--- src/rtl/muldiv_ctrl_pkg.sv ---
// rtl/muldiv_ctrl_pkg.sv - shared types, funct codes and FSM states for the mul/div unit
package types;

    localparam int WIDTH   = 32;
    localparam int LOGSIZE = $clog2(WIDTH);

    // Bit 0 is the MSB throughout the datapath.
    typedef logic [0:WIDTH-1]   bus_type;
    typedef logic [0:LOGSIZE-1] bus_logsize_type;
    typedef logic [0:5]         funct_type;

    localparam funct_type FUNC_MTHI  = 6'h11;
    localparam funct_type FUNC_MTLO  = 6'h13;
    localparam funct_type FUNC_MULT  = 6'h18;
    localparam funct_type FUNC_MULTU = 6'h19;
    localparam funct_type FUNC_DIV   = 6'h1a;
    localparam funct_type FUNC_DIVU  = 6'h1b;
    localparam funct_type FUNC_ADD   = 6'h20;

    typedef enum logic [1:0] {
        IDLE,
        PREP,
        RUN,
        FIX
    } muldiv_state_type;

    // Operations that occupy the iterative datapath.
    function automatic logic is_muldiv(funct_type f);
        return (f == FUNC_MULT) || (f == FUNC_MULTU) ||
               (f == FUNC_DIV)  || (f == FUNC_DIVU);
    endfunction

endpackage

--- src/rtl/muldiv_ctrl_step.sv ---
// rtl/muldiv_ctrl_step.sv - one shift-add multiply or restoring divide iteration
module muldiv_step
    import types::*;
#(
    parameter int WIDTH = types::WIDTH
) (
    input  logic             div_mode,
    input  logic [0:WIDTH-1] hi_in,
    input  logic [0:WIDTH-1] lo_in,
    input  logic [0:WIDTH-1] operand,
    output logic [0:WIDTH-1] hi_out,
    output logic [0:WIDTH-1] lo_out
);

    logic [0:WIDTH]   sum;
    logic [0:WIDTH]   shifted;
    logic             ge;

    // Multiply: add operand when the multiplier LSB is set, then shift {hi,lo} right.
    // Divide: shift the next dividend bit into the partial remainder, subtract if it fits.
    always_comb begin
        sum     = {1'b0, hi_in} + (lo_in[WIDTH-1] ? {1'b0, operand} : '0);
        shifted = {hi_in, lo_in[0]};
        ge      = (shifted >= {1'b0, operand});
        if (div_mode) begin
            hi_out = ge ? (shifted[1:WIDTH] - operand) : shifted[1:WIDTH];
            lo_out = {lo_in[1:WIDTH-1], ge};
        end else begin
            hi_out = sum[0:WIDTH-1];
            lo_out = {sum[WIDTH], lo_in[0:WIDTH-2]};
        end
    end

endmodule

--- src/rtl/muldiv_ctrl.sv ---
// rtl/muldiv_ctrl.sv - iterative HI/LO multiply/divide unit with flush and MTHI/MTLO
module muldiv_ctrl
    import types::*;
#(
    parameter int WIDTH = types::WIDTH
) (
    input  logic             clk,
    input  logic             rst_n,
    input  logic             start,
    input  funct_type        funct,
    input  logic [0:WIDTH-1] op_a,
    input  logic [0:WIDTH-1] op_b,
    input  logic             flush,
    output logic             busy,
    output logic             done,
    output logic             illegal,
    output logic [0:WIDTH-1] hi,
    output logic [0:WIDTH-1] lo
);

    muldiv_state_type state, next_state;

    funct_type        funct_q;
    logic [0:WIDTH-1] a_q, b_q, mag_b, p_hi, p_lo, step_hi, step_lo;
    logic [0:WIDTH-1] res_hi, res_lo;
    logic [0:2*WIDTH-1] prod;
    bus_logsize_type  count;
    logic             neg_res, neg_rem, div_zero;
    logic             is_div, is_signed, accept, fix_commit, legal;

    assign is_div     = (funct_q == FUNC_DIV) || (funct_q == FUNC_DIVU);
    assign is_signed  = (funct_q == FUNC_MULT) || (funct_q == FUNC_DIV);
    assign accept     = (state == IDLE) && start && !flush;
    assign legal      = is_muldiv(funct) || (funct == FUNC_MTHI) || (funct == FUNC_MTLO);
    assign fix_commit = (state == FIX) && !flush;
    assign busy       = (state != IDLE);

    muldiv_step #(.WIDTH(WIDTH)) u_step (
        .div_mode (is_div),
        .hi_in    (p_hi),
        .lo_in    (p_lo),
        .operand  (mag_b),
        .hi_out   (step_hi),
        .lo_out   (step_lo)
    );

    // State register.
    always_ff @(posedge clk or negedge rst_n) begin
        if (!rst_n) state <= IDLE;
        else        state <= next_state;
    end

    // Next-state: divide-by-zero bypasses RUN; flush wins over everything.
    always_comb begin
        next_state = state;
        case (state)
            IDLE: if (accept && is_muldiv(funct)) next_state = PREP;
            PREP: next_state = (is_div && (b_q == '0)) ? FIX : RUN;
            RUN:  if (count == bus_logsize_type'(WIDTH-1)) next_state = FIX;
            FIX:  next_state = IDLE;
            default: next_state = IDLE;
        endcase
        if (flush) next_state = IDLE;
    end

    // Sign correction of the unsigned result, applied while in FIX.
    always_comb begin
        prod = {p_hi, p_lo};
        if (neg_res) prod = -prod;
        if (div_zero) begin
            res_hi = a_q;
            res_lo = '1;
        end else if (is_div) begin
            res_hi = neg_rem ? -p_hi : p_hi;
            res_lo = neg_res ? -p_lo : p_lo;
        end else begin
            res_hi = prod[0:WIDTH-1];
            res_lo = prod[WIDTH:2*WIDTH-1];
        end
    end

    // Operand latch, iteration registers and architectural HI/LO.
    always_ff @(posedge clk or negedge rst_n) begin
        if (!rst_n) begin
            funct_q  <= '0;
            a_q      <= '0;
            b_q      <= '0;
            mag_b    <= '0;
            p_hi     <= '0;
            p_lo     <= '0;
            count    <= '0;
            neg_res  <= 1'b0;
            neg_rem  <= 1'b0;
            div_zero <= 1'b0;
            hi       <= '0;
            lo       <= '0;
            done     <= 1'b0;
            illegal  <= 1'b0;
        end else begin
            done    <= fix_commit;
            illegal <= accept && !legal;
            if (accept && (funct == FUNC_MTHI)) hi <= op_a;
            if (accept && (funct == FUNC_MTLO)) lo <= op_a;
            if (accept && is_muldiv(funct)) begin
                funct_q <= funct;
                a_q     <= op_a;
                b_q     <= op_b;
            end
            if (state == PREP) begin
                p_hi     <= '0;
                p_lo     <= (is_signed && a_q[0]) ? -a_q : a_q;
                mag_b    <= (is_signed && b_q[0]) ? -b_q : b_q;
                neg_res  <= is_signed && (a_q[0] ^ b_q[0]);
                neg_rem  <= is_signed && a_q[0];
                div_zero <= is_div && (b_q == '0);
                count    <= '0;
            end
            if (state == RUN) begin
                p_hi  <= step_hi;
                p_lo  <= step_lo;
                count <= count + 1'b1;
            end
            if (fix_commit) begin
                hi <= res_hi;
                lo <= res_lo;
            end
        end
    end

endmodule

--- config.mk ---
export PLATFORM = sky130hd
export DESIGN_NAME = muldiv_ctrl
export DESIGN_NICKNAME = d
export VERILOG_FILES = /design/src/rtl/muldiv_ctrl_pkg.sv /design/src/rtl/muldiv_ctrl_step.sv /design/src/rtl/muldiv_ctrl.sv
export SDC_FILE = /design/constraint.sdc
export NUM_CORES = 1
export LEC_CHECK = 0
export ABC_AREA = 1
export CAP_MARGIN = 0
export CORE_ASPECT_RATIO = 1.25
export CORE_MARGIN = 2
export CORE_UTILIZATION = 30
export DETAILED_ROUTE_END_ITERATION = 6
export PLACE_DENSITY = 0.57
export SLEW_MARGIN = 20
export SYNTH_ARGS = -nofsm -noshare
export SYNTH_HDL_FRONTEND = slang
export SYNTH_SLANG_ARGS = --single-unit
--- constraint.sdc ---
create_clock -name clk -period 2.6 [get_ports clk]
set_input_delay 0.78 -clock clk [delete_from_list [all_inputs] [get_ports clk]]
set_output_delay 0.78 -clock clk [all_outputs]
set_load 0.03 [all_outputs]
# Word-level counts from Yosys, hierarchy flattened

Index checks and enable logic that the tools add are counted.

Input port bits: 74
Register bits after elaboration: 242
Output and inout port bits: 67
Logic and storage cells: 95

Mux-type cells: 28
Reductions and logical operators: 27
$add $sub $neg: 8
Eq/ne operators: 15
Bitwise logic cells: 1
$lt $le $gt $ge: 1

Operators with widths:

| cell                  | number |
|---|---|
| $mux W32              | 20 |
| $neg A32 Y32          | 4 |
| $mux W64              | 1 |
| $neg A64 Y64          | 1 |
| $eq A6 B5 Y1 const B  | 9 |
| $add A32 B33 Y33      | 1 |
| $ge A33 B32 Y1        | 1 |
| $logic_not A32 Y1     | 1 |
| $sub A32 B32 Y32      | 1 |
| $logic_and A1 B1 Y1   | 11 |
| $mux W5               | 2 |
| $pmux W2 S4           | 1 |
| $reduce_bool A2 Y1    | 4 |
| $logic_or A1 B1 Y1    | 7 |
| $mux W2               | 3 |
| $add A5 B1 Y5 const B | 1 |
| $eq A5 B5 Y1 const B  | 1 |
| $eq A2 B2 Y1 const B  | 2 |
| $ne A3 B2 Y1 const B  | 1 |
| $ne A3 B3 Y1 const B  | 1 |
| $eq A2 B1 Y1 const B  | 1 |
| $logic_not A1 Y1      | 2 |
| $logic_not A2 Y1      | 1 |
| $reduce_and A2 Y1     | 1 |
| 2 further kinds       | 2 |

# Depth between registers and ports, before layout

Word-level depth: 8
Gate-level depth with buffers: 20
Mapped depth without buffers: 18

# Cells and area by module

Synthesis repeated with hierarchy kept, for this count alone.

Cell total of the unflattened synthesis: 3334
Area total of the unflattened synthesis: 20678.6 µm²

By module, submodules not included:

| module      | area an instance (µm²) | times used | sequential area each (µm²) | cells each |
|---|---|---|---|---|
| muldiv_ctrl | 14398.8                | 1          | 6055.8                     | 2062 |
| muldiv_step | 6279.8                 | 1          | 0.0                        | 1272 |

# Worst setup path before layout

Ideal clock, no wire load.

Path kind: flip-flop to flip-flop
Start: register p_lo[31] (netlist bit)
End: register p_hi[2] (netlist bit)
Period minus slack after synthesis: 2557 ps
Data required time: 2482 ps
Arrival time: 2439 ps
Library setup time: 118 ps
Path slack: 43 ps
Cell stages (with the launch flop): 18
Buffers on the path: 2
Path through: dfrtp_1 buf_2 buf_1 nand2_1 inv_1 ha_1 inv_1 fa_1 o21ai_0 nand2_1 nand2_1 nand2_1 nand2_1 nand3b_1 nand3_1 nand3_1 nand3_1 nand2_1

Longest elaborated chain between the ends: 4

Ends and longest elaborated chain:

| item                   | RTL line               | text |
|---|---|---|
| start, declared        | muldiv_ctrl.sv:24      | `logic [0:WIDTH-1] a_q, b_q, mag_b, p_hi, p_lo, step_hi, step_lo;` |
| start signal, assigned | muldiv_ctrl.sv:111     | `p_lo <= (is_signed && a_q[0]) ? -a_q : a_q;` |
| start signal, assigned | muldiv_ctrl.sv:120     | `p_lo <= step_lo;` |
| $mux W32               | muldiv_ctrl_step.sv:22 | `sum = {1'b0, hi_in} + (lo_in[WIDTH-1] ? {1'b0, operand} : '0);` |
| $add A32 B33 Y33       | muldiv_ctrl_step.sv:22 |  |
| $mux W32               | muldiv_ctrl_step.sv:25 | `if (div_mode) begin` |
| $mux W32               | muldiv_ctrl.sv:118     | `if (state == RUN) begin` |
| end signal, assigned   | muldiv_ctrl.sv:119     | `p_hi <= step_hi;` |
| end, declared          | muldiv_ctrl.sv:24      |  |

Every way passes these cells.
A chain may end at the register's enable or synchronous reset.

# Worst setup path after layout

Start: register state[0]
End: output busy

Longest elaborated chain between the ends: 1

Ends and longest elaborated chain:

| item                   | RTL line          | text |
|---|---|---|
| start, declared        | muldiv_ctrl.sv:21 | `muldiv_state_type state, next_state;` |
| start signal, assigned | muldiv_ctrl.sv:50 | `else state <= next_state;` |
| $reduce_bool A2 Y1     | muldiv_ctrl.sv:36 | `assign busy = (state != IDLE);` |
| end, declared          | muldiv_ctrl.sv:14 | `output logic busy,` |

Every way passes these cells.

==> results.ini <==
[run_status]
status = finished clean

[synthesis]
synth_fa_ha_area_share_pct = 4.78
async_reset_ff_share_pct = 100
synth_top_area_cell = dfrtp_1
synthCells = 3305
ys_seq_area_share_pct = 29.9
synthTopCellsByArea = dfrtp_1, nand2_1, inv_1
synth.distinct_cells = 52
synth-simple-area-share_pct = 37.5
synth_edf_count = 0
synthXorXnorAreaFrac_pct = 1.52
ys_ff_latch = 242
muxShareOfSynthArea_pct = 0
synth_fp_nets = 3455
synth_top_area_share_pct = 29.9
synth_compound_area_share_pct = 15.4
postSynthAreaPerCell_um2 = 6.12
synth_warnings = 0
synthFlopType = dfrtp_1
synth_top_family_by_area = simple AND/OR/NAND/NOR gates
syn_area_mm2 = 0.0202

[global_routing]
grt_max_degree = 76
track_usage_pct = 24.4
grt_pass1_wl_mm = 131
grt.overflow.total = 0
first_global_vias = 22700
antenna_found_initial = 0

[floorplanning]
die_w_um = 236
fp-row-count = 106
die_area_mm2 = 0.0695
core_mm2 = 0.0668
fp.dieH_um = 294
io_pins = 141
start_util_pct = 30.3

[sta]
slew_viol_final = 0
fin_worst_skew_ns = 0.0482
setup_viol = 0
rsz0062_at_grt = yes
tns_ns = 0
holdWs_ns = 0.0980
fin_crit_ns = 2.52
max_freq_mhz = 397
relSlewSlack_pct = 47.0
fin_crit_sh_pct = 96.9
finalHoldViolCount = 0
worst_slew_pin_slew_ns = 0.786

[final_layout]
nFillCells = 7316
area_growth_pct = 31.6
postLayoutCellArea_mm2 = 0.0266
antennaDiodeCount = 0
fin_util_pct = 39.8
layout.nets = 3877
drive_above_1_share_pct = 14.6
stdcell_count = 4616

[clocking]
htreeDepth = 1
ctsHoldBuffers = 0
clk_pin_slew_worst_paths_ns = 0.07
cts_tree = done
clockBufferDepth = 3
root_buffer = clkbuf_16
cts_sinks = 242
cts_buffers = 31
clk_latency_ns = 0.64

[place]
dp.cells = 4556
io_buffers = 140
place_congestion = 1.02
place_hpwl_mm = 70.0
postPlaceCellArea_mm2 = 0.0253

[setup_path]
cp_max_fo = 5
arrival_ns = 1.74
worstSetupPathType = register to primary output
rr_startpoint = p_lo[31]
start_kind = register
reg2regPathDepth = 14
reg2reg_to = hi[31]
reg2reg_slack_ns = 0.11
endpoint_kind = primary output
critPathLaunch = state[0]
setup.worst_path.end = busy
crit_required_ns = 1.82

[routing]
drtAntennaViolNets = 0
drt_pre_antenna_iters = 5
routedWlPerCell_um = 18.8
drt-initial-drc-count = 1698
wirelength_mm = 86.6
viasPerCell = 5.02
vias = 23200
drc = 0

[power_and_ir_drop]
switching_share_pct = 50.5
leakagePower_uw = 0.0134
p_comb_share_pct = 64.4
p_sw_uw = 16400
p_int_uw = 16100
pwr-share-clk_pct = 14.1
max-vdd-ir-drop_mv = 0.670
seqPwrFrac_pct = 21.5
power_density_mw_per_mm2 = 1220

[hold_path]
hp-class = input port to asynchronous set/reset pin

[run]
drv_cap = 0

[area by class of cell]
type	count	area, µm²	share of cell area [%]
multi-input cells	2501	12300	46.1
flip-flops and latches	242	6060	22.8
clock buffers	40	840	3.15
inverters	444	1680	6.30
clock inverters	18	221	0.832
well taps	864	1080	4.06
repair buffers	507	4460	16.7
[repair_timing]
item | 4_1_cts | 5_1_grt
pin swaps | 0 | 8
resized for setup | 5 | 76
buffers inserted | 0 | 2
setup endpoints to repair | 6 | 38
[Yosys cell counts (9+ instances only)]
cell type / n
dfrtp_1: 242
nor2_1: 422
nor3_1: 33
clkbuf_1: 78
or2_2: 17
o21ai_0: 264
o211ai_1: 15
inv_1: 430
a31oi_1: 28
buf_1: 14
o21ai_1: 13
a21oi_1: 228
nand4_1: 60
xor2_1: 27
nand3_1: 319
inv_2: 9
ha_1: 74
nor2_2: 9
nand2_1: 903
o21bai_1: 10
buf_2: 17
[layout by cell type (no fill, tap or decap), drive strengths merged, types with 3 or more instances in the layout]
| cell | Yosys | final |
|---|---|---|
| or2 | 17 | 17 |
| clkdlybuf4s50 | 0 | 137 |
| nand3 | 320 | 320 |
| o211ai | 15 | 15 |
| o21bai | 10 | 10 |
| ha | 74 | 74 |
| xnor2 | 8 | 8 |
| a31oi | 28 | 28 |
| and2 | 4 | 4 |
| buf | 40 | 368 |
| a21o | 4 | 4 |
| clkbuf | 78 | 40 |
| nand3b | 8 | 8 |
| nor3 | 37 | 37 |
| clkinv | 4 | 13 |
| nor2 | 435 | 435 |
| clkinvlp | 0 | 4 |
| bufinv | 0 | 4 |
| nand4 | 60 | 60 |
| inv | 440 | 441 |
| o21ai | 278 | 278 |
| o31ai | 6 | 6 |
| nor4 | 8 | 8 |
| dfrtp | 242 | 242 |
| a21oi | 231 | 231 |
| o21a | 7 | 7 |
| xor2 | 27 | 27 |
| o22ai | 3 | 3 |
| nand2 | 911 | 911 |
[worst min path at each step]
| stage | cells after the start | slack [ns] | end | start |
|---|---|---|---|---|
| after floorplan | 1 | 0.44 | funct_q[4] | funct_q[4] |
| after global placement | 1 | 0.45 | funct_q[4] | funct_q[4] |
| after detailed placement | 1 | 0.45 | funct_q[4] | funct_q[4] |
| after CTS | 1 | 0.08 | p_lo[16] | rst_n |
| after global routing | 1 | 0.11 | p_lo[16] | rst_n |
| final | 1 | 0.1 | p_lo[16] | rst_n |
[per-stage QoR]
step,setup WS [ns],power [µW]
floorplan,0.0430,18100
global placement,-0.0692,27200
detailed placement,-0.0560,27300
CTS,0.0151,32000
global route,-0.0333,34800
finish,0.0802,32400
[registers in the layout, summed over array words and instances (netlist names), 2 cells and up]
register	flops
a_q	32
b_q	32
hi	32
lo	32
mag_b	32
p_hi	32
p_lo	32
funct_q	6
count	5
state	2
[routing by layer]
metal	part of all wire (%)	up-vias	GRT usage (%)
met1	40	10700	27.9
li1	-	11600	-
met5	0	-	0
met3	4.3	213	2.02
met2	49	642	44.4
met4	6.7	0	14.5
[power groups by stage]
stage	logic, µW	clock network (µW)	registers, µW
final	20900	4560	6980
after global routing	22800	4810	7180
after CTS	20400	4650	6950
after detailed placement	20300	0	7000
after global placement	20200	0	6980
after floorplan	10500	0	7640
[cells by family (layout without fill, tap and decap cells)]
family | count (synthesis) | in the layout
adders and majority gates | 76 | 76
AOI/OAI and AO/OA | 588 | 588
buffers and inverters | 562 | 1009
and+or+nand+nor | 1802 | 1802
DFF | 242 | 242
xor gates and xnor gates | 35 | 35
[worst max-delay path, stage by stage (launching register included)]
cell	delay [ns]
dfrtp_1	0.40
inv_1	0.13
ha_2	0.20
inv_1	0.05
clkdlybuf4s15_1	0.33
Note: power is estimated with default switching activity, not from simulation.
